`config.mk`:
```
export PLATFORM = sky130hd
export DESIGN_NAME = wb_burst_master_flat
export DESIGN_NICKNAME = d
export VERILOG_FILES = /design/src/rtl/wb_burst_master_if.sv /design/src/rtl/wb_burst_master.sv /design/src/flat_wrapper.sv
export SDC_FILE = /design/constraint.sdc
export NUM_CORES = 1
export LEC_CHECK = 0
export BUFFER_PORTS_ARGS = -buffer_cell sky130_fd_sc_hd__buf_4
export CAP_MARGIN = 20
export CORE_ASPECT_RATIO = 0.9
export CORE_MARGIN = 4
export CORE_UTILIZATION = 30
export DETAILED_ROUTE_END_ITERATION = 8
export RECOVER_POWER = 25
export SLEW_MARGIN = 25
export SYNTH_ARGS = -nofsm -noshare
export SYNTH_HDL_FRONTEND = slang
export SYNTH_SLANG_ARGS = --single-unit
```
`constraint.sdc`:
```
create_clock -name wb_clk_i -period 3 [get_ports wb_clk_i]
set_clock_uncertainty 0.15 [all_clocks]
set_input_delay 0.3 -clock wb_clk_i [delete_from_list [all_inputs] [get_ports wb_clk_i]]
set_output_delay 0.3 -clock wb_clk_i [all_outputs]
set_load 0.03 [all_outputs]
```
`src/rtl/wb_burst_master_if.sv`:
```
// Command, write-stream, read-stream and Wishbone B3 signals of wb_burst_master.
// master = burst-master view; slave = view of whatever drives the master's inputs.
interface wb_burst_master_if #(
  parameter int dw = 32,
  parameter int aw = 32,
  parameter int lw = 5
);
  logic          cmd_valid_i;
  logic          cmd_ready_o;
  logic [aw-1:0] cmd_adr_i;
  logic [lw-1:0] cmd_len_i;
  logic          cmd_we_i;

  logic [dw-1:0] wr_dat_i;
  logic          wr_valid_i;
  logic          wr_ready_o;

  logic [dw-1:0] rd_dat_o;
  logic          rd_valid_o;
  logic          done_o;
  logic          err_o;

  logic [aw-1:0]   wb_adr_o;
  logic [dw-1:0]   wb_dat_o;
  logic [dw/8-1:0] wb_sel_o;
  logic            wb_we_o;
  logic            wb_cyc_o;
  logic            wb_stb_o;
  logic [2:0]      wb_cti_o;
  logic [1:0]      wb_bte_o;
  logic [dw-1:0]   wb_dat_i;
  logic            wb_ack_i;
  logic            wb_err_i;

  modport master (
    input  cmd_valid_i, cmd_adr_i, cmd_len_i, cmd_we_i, wr_dat_i, wr_valid_i,
           wb_dat_i, wb_ack_i, wb_err_i,
    output cmd_ready_o, wr_ready_o, rd_dat_o, rd_valid_o, done_o, err_o,
           wb_adr_o, wb_dat_o, wb_sel_o, wb_we_o, wb_cyc_o, wb_stb_o, wb_cti_o, wb_bte_o
  );

  modport slave (
    output cmd_valid_i, cmd_adr_i, cmd_len_i, cmd_we_i, wr_dat_i, wr_valid_i,
           wb_dat_i, wb_ack_i, wb_err_i,
    input  cmd_ready_o, wr_ready_o, rd_dat_o, rd_valid_o, done_o, err_o,
           wb_adr_o, wb_dat_o, wb_sel_o, wb_we_o, wb_cyc_o, wb_stb_o, wb_cti_o, wb_bte_o
  );
endinterface

```
`src/rtl/wb_burst_master.sv`:
```
// Wishbone B3 master: one command -> one classic or linear incrementing burst cycle.
// Optional bus watchdog enabled by defining WB_BURST_MASTER_TIMEOUT_EN.
module wb_burst_master #(
  parameter int dw        = 32,
  parameter int aw        = 32,
  parameter int MAX_BURST = 16,
  parameter int lw        = $clog2(MAX_BURST + 1),
  parameter int TIMEOUT   = 255
) (
  input  logic              wb_clk_i,
  input  logic              wb_rst_i,
  wb_burst_master_if.master bus
);

  typedef enum logic [1:0] {IDLE, BUS, DONE} state_t;

  localparam logic [aw-1:0] ADR_STEP = aw'(dw / 8);
  localparam logic [aw-1:0] ADR_LSB  = aw'(dw / 8 - 1);

  state_t        state_q, state_d;
  logic [aw-1:0] adr_q, adr_d;
  logic [lw-1:0] rem_q, rem_d;
  logic          we_q, we_d;
  logic          single_q, single_d;
  logic          err_q, err_d;
  logic [dw-1:0] rd_dat_q, rd_dat_d;
  logic          rd_valid_q, rd_valid_d;
  logic [lw-1:0] len_eff;

  logic stb;
  logic beat_ack;
  logic beat_err;
  logic wdog_fire;

  assign stb      = (state_q == BUS) && (we_q ? bus.wr_valid_i : 1'b1);
  assign beat_err = stb && bus.wb_err_i;
  assign beat_ack = stb && bus.wb_ack_i && !bus.wb_err_i;

`ifdef WB_BURST_MASTER_TIMEOUT_EN
  localparam int TW = $clog2(TIMEOUT + 1);
  logic [TW-1:0] wdog_q, wdog_d;

  // Counter is held at zero outside BUS, so entry to BUS always starts from a clean count.
  always_comb begin
    wdog_d    = wdog_q;
    wdog_fire = 1'b0;
    if (state_q != BUS) begin
      wdog_d = '0;
    end else if (stb && (bus.wb_ack_i || bus.wb_err_i)) begin
      wdog_d = '0;
    end else if (stb) begin
      if (wdog_q == TW'(TIMEOUT - 1)) begin
        wdog_fire = 1'b1;
      end else begin
        wdog_d = wdog_q + TW'(1);
      end
    end
  end

  always_ff @(posedge wb_clk_i or posedge wb_rst_i) begin
    if (wb_rst_i) wdog_q <= '0;
    else          wdog_q <= wdog_d;
  end
`else
  assign wdog_fire = 1'b0;
`endif

  always_comb begin
    len_eff = bus.cmd_len_i;
    if (bus.cmd_len_i == '0)                  len_eff = lw'(1);
    else if (bus.cmd_len_i > lw'(MAX_BURST))  len_eff = lw'(MAX_BURST);
  end

  always_comb begin
    state_d    = state_q;
    adr_d      = adr_q;
    rem_d      = rem_q;
    we_d       = we_q;
    single_d   = single_q;
    err_d      = err_q;
    rd_dat_d   = rd_dat_q;
    rd_valid_d = 1'b0;
    case (state_q)
      IDLE: begin
        err_d = 1'b0;
        if (bus.cmd_valid_i) begin
          adr_d    = bus.cmd_adr_i & ~ADR_LSB;
          rem_d    = len_eff;
          single_d = (len_eff == lw'(1));
          we_d     = bus.cmd_we_i;
          state_d  = BUS;
        end
      end
      BUS: begin
        if (beat_err || wdog_fire) begin
          err_d   = 1'b1;
          state_d = DONE;
        end else if (beat_ack) begin
          rem_d = rem_q - lw'(1);
          adr_d = adr_q + ADR_STEP;
          if (!we_q) begin
            rd_valid_d = 1'b1;
            rd_dat_d   = bus.wb_dat_i;
          end
          if (rem_q == lw'(1)) state_d = DONE;
        end
      end
      DONE:    state_d = IDLE;
      default: state_d = IDLE;
    endcase
  end

  always_ff @(posedge wb_clk_i or posedge wb_rst_i) begin
    if (wb_rst_i) begin
      state_q    <= IDLE;
      adr_q      <= '0;
      rem_q      <= '0;
      we_q       <= 1'b0;
      single_q   <= 1'b0;
      err_q      <= 1'b0;
      rd_dat_q   <= '0;
      rd_valid_q <= 1'b0;
    end else begin
      state_q    <= state_d;
      adr_q      <= adr_d;
      rem_q      <= rem_d;
      we_q       <= we_d;
      single_q   <= single_d;
      err_q      <= err_d;
      rd_dat_q   <= rd_dat_d;
      rd_valid_q <= rd_valid_d;
    end
  end

  // cti is derived from the remaining count, so it only moves on the edge after an ack.
  always_comb begin
    bus.wb_cti_o = 3'b000;
    if ((state_q == BUS) && !single_q) begin
      bus.wb_cti_o = (rem_q == lw'(1)) ? 3'b111 : 3'b010;
    end
  end

  assign bus.cmd_ready_o = (state_q == IDLE);
  assign bus.wr_ready_o  = beat_ack && we_q;
  assign bus.rd_dat_o    = rd_dat_q;
  assign bus.rd_valid_o  = rd_valid_q;
  assign bus.done_o      = (state_q == DONE);
  assign bus.err_o       = (state_q == DONE) && err_q;
  assign bus.wb_adr_o    = adr_q;
  assign bus.wb_dat_o    = bus.wr_dat_i;
  assign bus.wb_sel_o    = '1;
  assign bus.wb_we_o     = we_q;
  assign bus.wb_cyc_o    = (state_q == BUS);
  assign bus.wb_stb_o    = stb;
  assign bus.wb_bte_o    = 2'b00;

endmodule

```
`src/flat_wrapper.sv`:
```
// flat-port wrapper written by rule: the top's interface ports become plain ports
module wb_burst_master_flat 
#(
  parameter int dw        = 32,
  parameter int aw        = 32,
  parameter int MAX_BURST = 16,
  parameter int lw        = $clog2(MAX_BURST + 1),
  parameter int TIMEOUT   = 255
)
  (wb_clk_i, wb_rst_i, bus_cmd_valid_i, bus_cmd_adr_i, bus_cmd_len_i, bus_cmd_we_i, bus_wr_dat_i, bus_wr_valid_i, bus_wb_dat_i, bus_wb_ack_i, bus_wb_err_i, bus_cmd_ready_o, bus_wr_ready_o, bus_rd_dat_o, bus_rd_valid_o, bus_done_o, bus_err_o, bus_wb_adr_o, bus_wb_dat_o, bus_wb_sel_o, bus_wb_we_o, bus_wb_cyc_o, bus_wb_stb_o, bus_wb_cti_o, bus_wb_bte_o);
  wb_burst_master_if #(.dw(dw), .aw(aw), .lw(lw)) bus_i ();
  input  logic wb_clk_i;
  input  logic wb_rst_i;
  input wire logic [$bits(bus_i.cmd_valid_i)-1:0] bus_cmd_valid_i;
  input wire logic [$bits(bus_i.cmd_adr_i)-1:0] bus_cmd_adr_i;
  input wire logic [$bits(bus_i.cmd_len_i)-1:0] bus_cmd_len_i;
  input wire logic [$bits(bus_i.cmd_we_i)-1:0] bus_cmd_we_i;
  input wire logic [$bits(bus_i.wr_dat_i)-1:0] bus_wr_dat_i;
  input wire logic [$bits(bus_i.wr_valid_i)-1:0] bus_wr_valid_i;
  input wire logic [$bits(bus_i.wb_dat_i)-1:0] bus_wb_dat_i;
  input wire logic [$bits(bus_i.wb_ack_i)-1:0] bus_wb_ack_i;
  input wire logic [$bits(bus_i.wb_err_i)-1:0] bus_wb_err_i;
  output wire logic [$bits(bus_i.cmd_ready_o)-1:0] bus_cmd_ready_o;
  output wire logic [$bits(bus_i.wr_ready_o)-1:0] bus_wr_ready_o;
  output wire logic [$bits(bus_i.rd_dat_o)-1:0] bus_rd_dat_o;
  output wire logic [$bits(bus_i.rd_valid_o)-1:0] bus_rd_valid_o;
  output wire logic [$bits(bus_i.done_o)-1:0] bus_done_o;
  output wire logic [$bits(bus_i.err_o)-1:0] bus_err_o;
  output wire logic [$bits(bus_i.wb_adr_o)-1:0] bus_wb_adr_o;
  output wire logic [$bits(bus_i.wb_dat_o)-1:0] bus_wb_dat_o;
  output wire logic [$bits(bus_i.wb_sel_o)-1:0] bus_wb_sel_o;
  output wire logic [$bits(bus_i.wb_we_o)-1:0] bus_wb_we_o;
  output wire logic [$bits(bus_i.wb_cyc_o)-1:0] bus_wb_cyc_o;
  output wire logic [$bits(bus_i.wb_stb_o)-1:0] bus_wb_stb_o;
  output wire logic [$bits(bus_i.wb_cti_o)-1:0] bus_wb_cti_o;
  output wire logic [$bits(bus_i.wb_bte_o)-1:0] bus_wb_bte_o;
  assign bus_i.cmd_valid_i = bus_cmd_valid_i;
  assign bus_i.cmd_adr_i = bus_cmd_adr_i;
  assign bus_i.cmd_len_i = bus_cmd_len_i;
  assign bus_i.cmd_we_i = bus_cmd_we_i;
  assign bus_i.wr_dat_i = bus_wr_dat_i;
  assign bus_i.wr_valid_i = bus_wr_valid_i;
  assign bus_i.wb_dat_i = bus_wb_dat_i;
  assign bus_i.wb_ack_i = bus_wb_ack_i;
  assign bus_i.wb_err_i = bus_wb_err_i;
  assign bus_cmd_ready_o = bus_i.cmd_ready_o;
  assign bus_wr_ready_o = bus_i.wr_ready_o;
  assign bus_rd_dat_o = bus_i.rd_dat_o;
  assign bus_rd_valid_o = bus_i.rd_valid_o;
  assign bus_done_o = bus_i.done_o;
  assign bus_err_o = bus_i.err_o;
  assign bus_wb_adr_o = bus_i.wb_adr_o;
  assign bus_wb_dat_o = bus_i.wb_dat_o;
  assign bus_wb_sel_o = bus_i.wb_sel_o;
  assign bus_wb_we_o = bus_i.wb_we_o;
  assign bus_wb_cyc_o = bus_i.wb_cyc_o;
  assign bus_wb_stb_o = bus_i.wb_stb_o;
  assign bus_wb_cti_o = bus_i.wb_cti_o;
  assign bus_wb_bte_o = bus_i.wb_bte_o;
  wb_burst_master #(.dw(dw), .aw(aw), .MAX_BURST(MAX_BURST), .lw(lw), .TIMEOUT(TIMEOUT)) u_core (.wb_clk_i(wb_clk_i), .wb_rst_i(wb_rst_i), .bus(bus_i));
endmodule
```
==> results.py <==
metrics = {
    "outcome": {
        "status": "finished, final reports clean",
    },
    "cells_and_area": {
        "multiInputGateArea_um2": 1767,
        "num_antenna_cells": 0,
        "area_delta_synth_final_pct": 31.19,
        "drive_gt1_frac": 0.3596,
        "fill_cells": 1304,
        "fin_util": 0.4076,
        "final_area_um2": 5231,
        "fin_nets": 640,
        "seq_area_um2": 1827,
    },
    "setup_path": {
        "reg2reg_to": "u_core.bus.wb_adr_o[20]$_DFFE_PP0P_",
        "crit_chain": "ha_1 > nand4_1 > nor4_4 > and2_2 > a31oi_1 > o22a_1",
        "crit_arrival_ps": 2550,
        "r2r_cells": 6,
        "critical-path-top-delay-family": "simple AND/OR/NAND/NOR gates",
        "crit_path_max_incr_delay_ps": 620,
        "crit_start": "u_core.bus.wb_adr_o[2]$_DFFE_PP0P_",
        "endpoint": "u_core.bus.wb_adr_o[20]$_DFFE_PP0P_",
        "worst_path_max_delay_cell": "nor4_4",
        "cp_data_required_time_ps": 3060,
        "critPathKind": "reg -> reg",
        "cp_max_fo": 7,
        "critPathLaunchType": "flop",
        "end_kind": "flop",
        "r2r_start": "u_core.bus.wb_adr_o[2]$_DFFE_PP0P_",
        "crit_buf_inv": 0,
        "rrSetupSlack_ps": 510,
        "worstSetupPathDepth": 6,
    },
    "route": {
        "wl_mm": 11.81,
        "drt_iter0_drc": 193,
        "ant_nets": 0,
        "via_count": 3547,
        "drc": 0,
        "routedWlPerCell_um": 16.93,
        "vias_per_cell": 5.082,
        "drt-pass1-iter-count": 4,
    },
    "grt": {
        "grt_pass1_wl_mm": 18.84,
        "grt_max_degree": 47,
        "antenna_found_initial": 0,
        "grt_pass1_vias": 3547,
        "grt.overflow.total": 0,
        "grt_usage": 0.1544,
    },
    "run": {
        "maxCapViolCount": 0,
    },
    "cts": {
        "cts_buffer_depth": 2,
        "cts_tree": "yes",
        "postCtsSetupBuffers": 0,
        "clock_sinks": 73,
        "cts_max_level": 3,
        "clk_pin_slew_ps": 60,
        "cts.repair.resized": 0,
        "cts_buffers": 9,
        "root_buffer": "clkbuf_16",
        "worstSkewPairLatency_ps": 330,
    },
    "timing": {
        "whs_ps": 14.48,
        "maxSlewViolCount": 0,
        "slew_headroom": 0.4539,
        "finalSetupTns_ps": 0,
        "finalCritPeriodShare": 0.8283,
        "fmax_mhz": 402.4,
        "worstMarginPinSlew_ps": 819.1,
        "rsz0062_at_grt": "no",
        "setup_violations": 0,
        "period_needed_ps": 2485,
        "hold_violations": 0,
    },
    "power": {
        "report.power.total_w": 0.006212,
        "p_per_area_nw_per_um2": 1187,
        "ir_drop_mv": 0.5534,
        "p_leak_nw": 2.324,
    },
    "die": {
        "start_util": 0.3107,
        "coreArea_um2": 12830,
        "row_count": 39,
        "die_h_um": 117.4,
        "design.die.area_um2": 15200,
        "ios": 221,
        "die_x_um": 129.5,
    },
    "place": {
        "io_buffers": 146,
        "dp_hpwl_mm": 8.696,
        "place_congestion": 0.7907,
        "placedInstanceArea_um2": 5024,
    },
    "hold_path": {
        "hold_path.class": "in -> reg",
        "hold_depth": 3,
    },
    "synth": {
        "synth_cell_types": 50,
        "ys_ff_latch": 73,
        "postSynthCellCount": 415,
        "synth_flop_cell": "dfrtp_1",
        "ys_warn_count": 0,
        "synth_edf_count": 0,
        "synth_seq_area_share": 0.4581,
        "synthesis.area_um2": 3988,
        "synth_area_per_cell_um2": 9.609,
        "async_flop_share": 1.000,
    },
}
## power breakdown
group | total, W | internal, W | leakage (nW) | switching, W
sequential | 0.00194 | 0.00146 | 0.871 | 0.000473
clock | 0.00105 | 0.000627 | 0.145 | 0.000421
combinational | 0.00323 | 0.00117 | 1.31 | 0.00206
## registers in the layout, indices dropped and copies added, names as in the netlist
| register | flops |
|---|---|
| u_core.bus.wb_adr_o | 30 |
| u_core.rem_q | 5 |
| u_core.bus.wb_we_o | 1 |
| u_core.single_q | 1 |
| u_core.bus.rd_valid_o | 1 |
| u_core.state_q | 2 |
| u_core.err_q | 1 |
| u_core.bus.rd_dat_o | 32 |
## logic make-up after synthesis
logic type,count (synthesis),share of synthesized area
AO/OA/AOI/OAI,104,0.1654
adder cells (fa/ha/maj),3,0.009414
buffers and inverters,71,0.1067
flip-flops,73,0.4581
multiplexers,33,0.09288
other,2,0.001883
AND/OR/NAND/NOR,129,0.1657
## stage by stage
stage | instances | setup slack [ps]
after CTS | 698 | 515.4
after detailed placement | 680 | 507.6
after floorplan | 421 | 541.2
after global routing | 698 | 251.4
final | 698 | 515.0
after global placement | 680 | 599.7
## tightest hold or removal path, cell delays in order
cell and delay [ps]:
buf_4 80, nand2_1 40, nand2_1 40
## synth_stat cells (2+ instances only)
cell type / count / area (um^2)
nor4_1: 2 / 12.51
buf_2: 4 / 20.02
o22ai_1: 10 / 62.56
o221a_2: 2 / 22.52
o21a_1: 3 / 22.52
a2bb2oi_1: 5 / 43.79
a31oi_1: 15 / 93.84
nor3_1: 11 / 55.05
nand2_1: 33 / 123.9
mux2_2: 32 / 360.4
a21oi_1: 26 / 130.1
nor4_4: 2 / 42.54
conb_1: 2 / 7.510
nor2b_1: 2 / 12.51
o21ai_0: 25 / 125.1
a311oi_1: 2 / 17.52
inv_1: 8 / 30.03
and3_1: 4 / 25.02
nand4_1: 10 / 62.56
nand2b_1: 2 / 12.51
a22oi_1: 2 / 15.01
buf_4: 41 / 307.8
a41o_1: 2 / 20.02
nor2_1: 38 / 142.6
ha_1: 3 / 37.54
nand3_1: 10 / 50.05
dfrtp_1: 73 / 1827
a211oi_1: 2 / 15.01
clkbuf_1: 14 / 52.55
o22a_1: 3 / 26.28
buf_1: 3 / 11.26
nor3b_1: 3 / 22.52
and2_1: 4 / 25.02
## cells in the final DEF (no fill, tap or decap), types with 2 or more instances in the layout
cell,Yosys,routed
a211oi_1,2,2
a21oi_1,26,26
a22oi_1,2,2
a2bb2oi_1,5,5
a311oi_1,2,2
a31oi_1,15,14
a41o_1,2,2
and2_1,4,4
and3_1,4,4
buf_4,41,128
clkbuf_1,14,28
clkbuf_16,0,9
clkbuf_8,0,3
clkinv_2,0,2
conb_1,2,8
dfrtp_1,73,73
dlygate4sd3_1,0,2
ha_1,3,3
inv_1,8,7
mux2_2,32,32
nand2_1,33,33
nand2b_1,2,2
nand3_1,10,10
nand4_1,10,10
nor2_1,38,37
nor2b_1,2,2
nor3_1,11,11
nor3b_1,3,3
nor4_1,2,2
nor4_4,2,2
o21a_1,3,3
o21ai_0,25,25
o221a_2,2,2
o22a_1,3,3
o22ai_1,10,10
## layout make-up
class	instances	share of cell area
clock buffer	12	0.05094
clock inverter	4	0.005023
inverter	9	0.006458
multi-input combinational	277	0.3377
sequential	73	0.3492
tap	164	0.03923
timing repair buffer	159	0.2114
## routing by layer
layer	share of wire	vias up	global-route usage
li1	-	1678	-
met1	0.44	1721	0.2013
met2	0.48	112	0.2552
met3	0.056	36	0.02818
met4	0.027	0	0.05519
met5	0	-	0
## how the worst min path moves through the flow
stage / startpoint / end / slack, ps
after floorplan: bus_cmd_len_i[4] / u_core.single_q$_DFFE_PP0P_ / 230
after CTS: bus_cmd_we_i / u_core.bus.wb_we_o$_DFFE_PP0P_ / 2
after global routing: bus_cmd_we_i / u_core.bus.wb_we_o$_DFFE_PP0P_ / 20
after detailed placement: u_core.single_q$_DFFE_PP0P_ / u_core.single_q$_DFFE_PP0P_ / 330
after global placement: wb_rst_i / u_core.bus.rd_dat_o[7]$_DFFE_PP0P_ / 320
final: bus_cmd_we_i / u_core.bus.wb_we_o$_DFFE_PP0P_ / 10
## repair_timing
item | 4_1_cts | 5_1_grt
hold endpoints to repair | 34 | 0
setup endpoints to repair | 0 | 0
hold buffers | 2 | 0
Note: power is estimated with default switching activity, not from simulation.
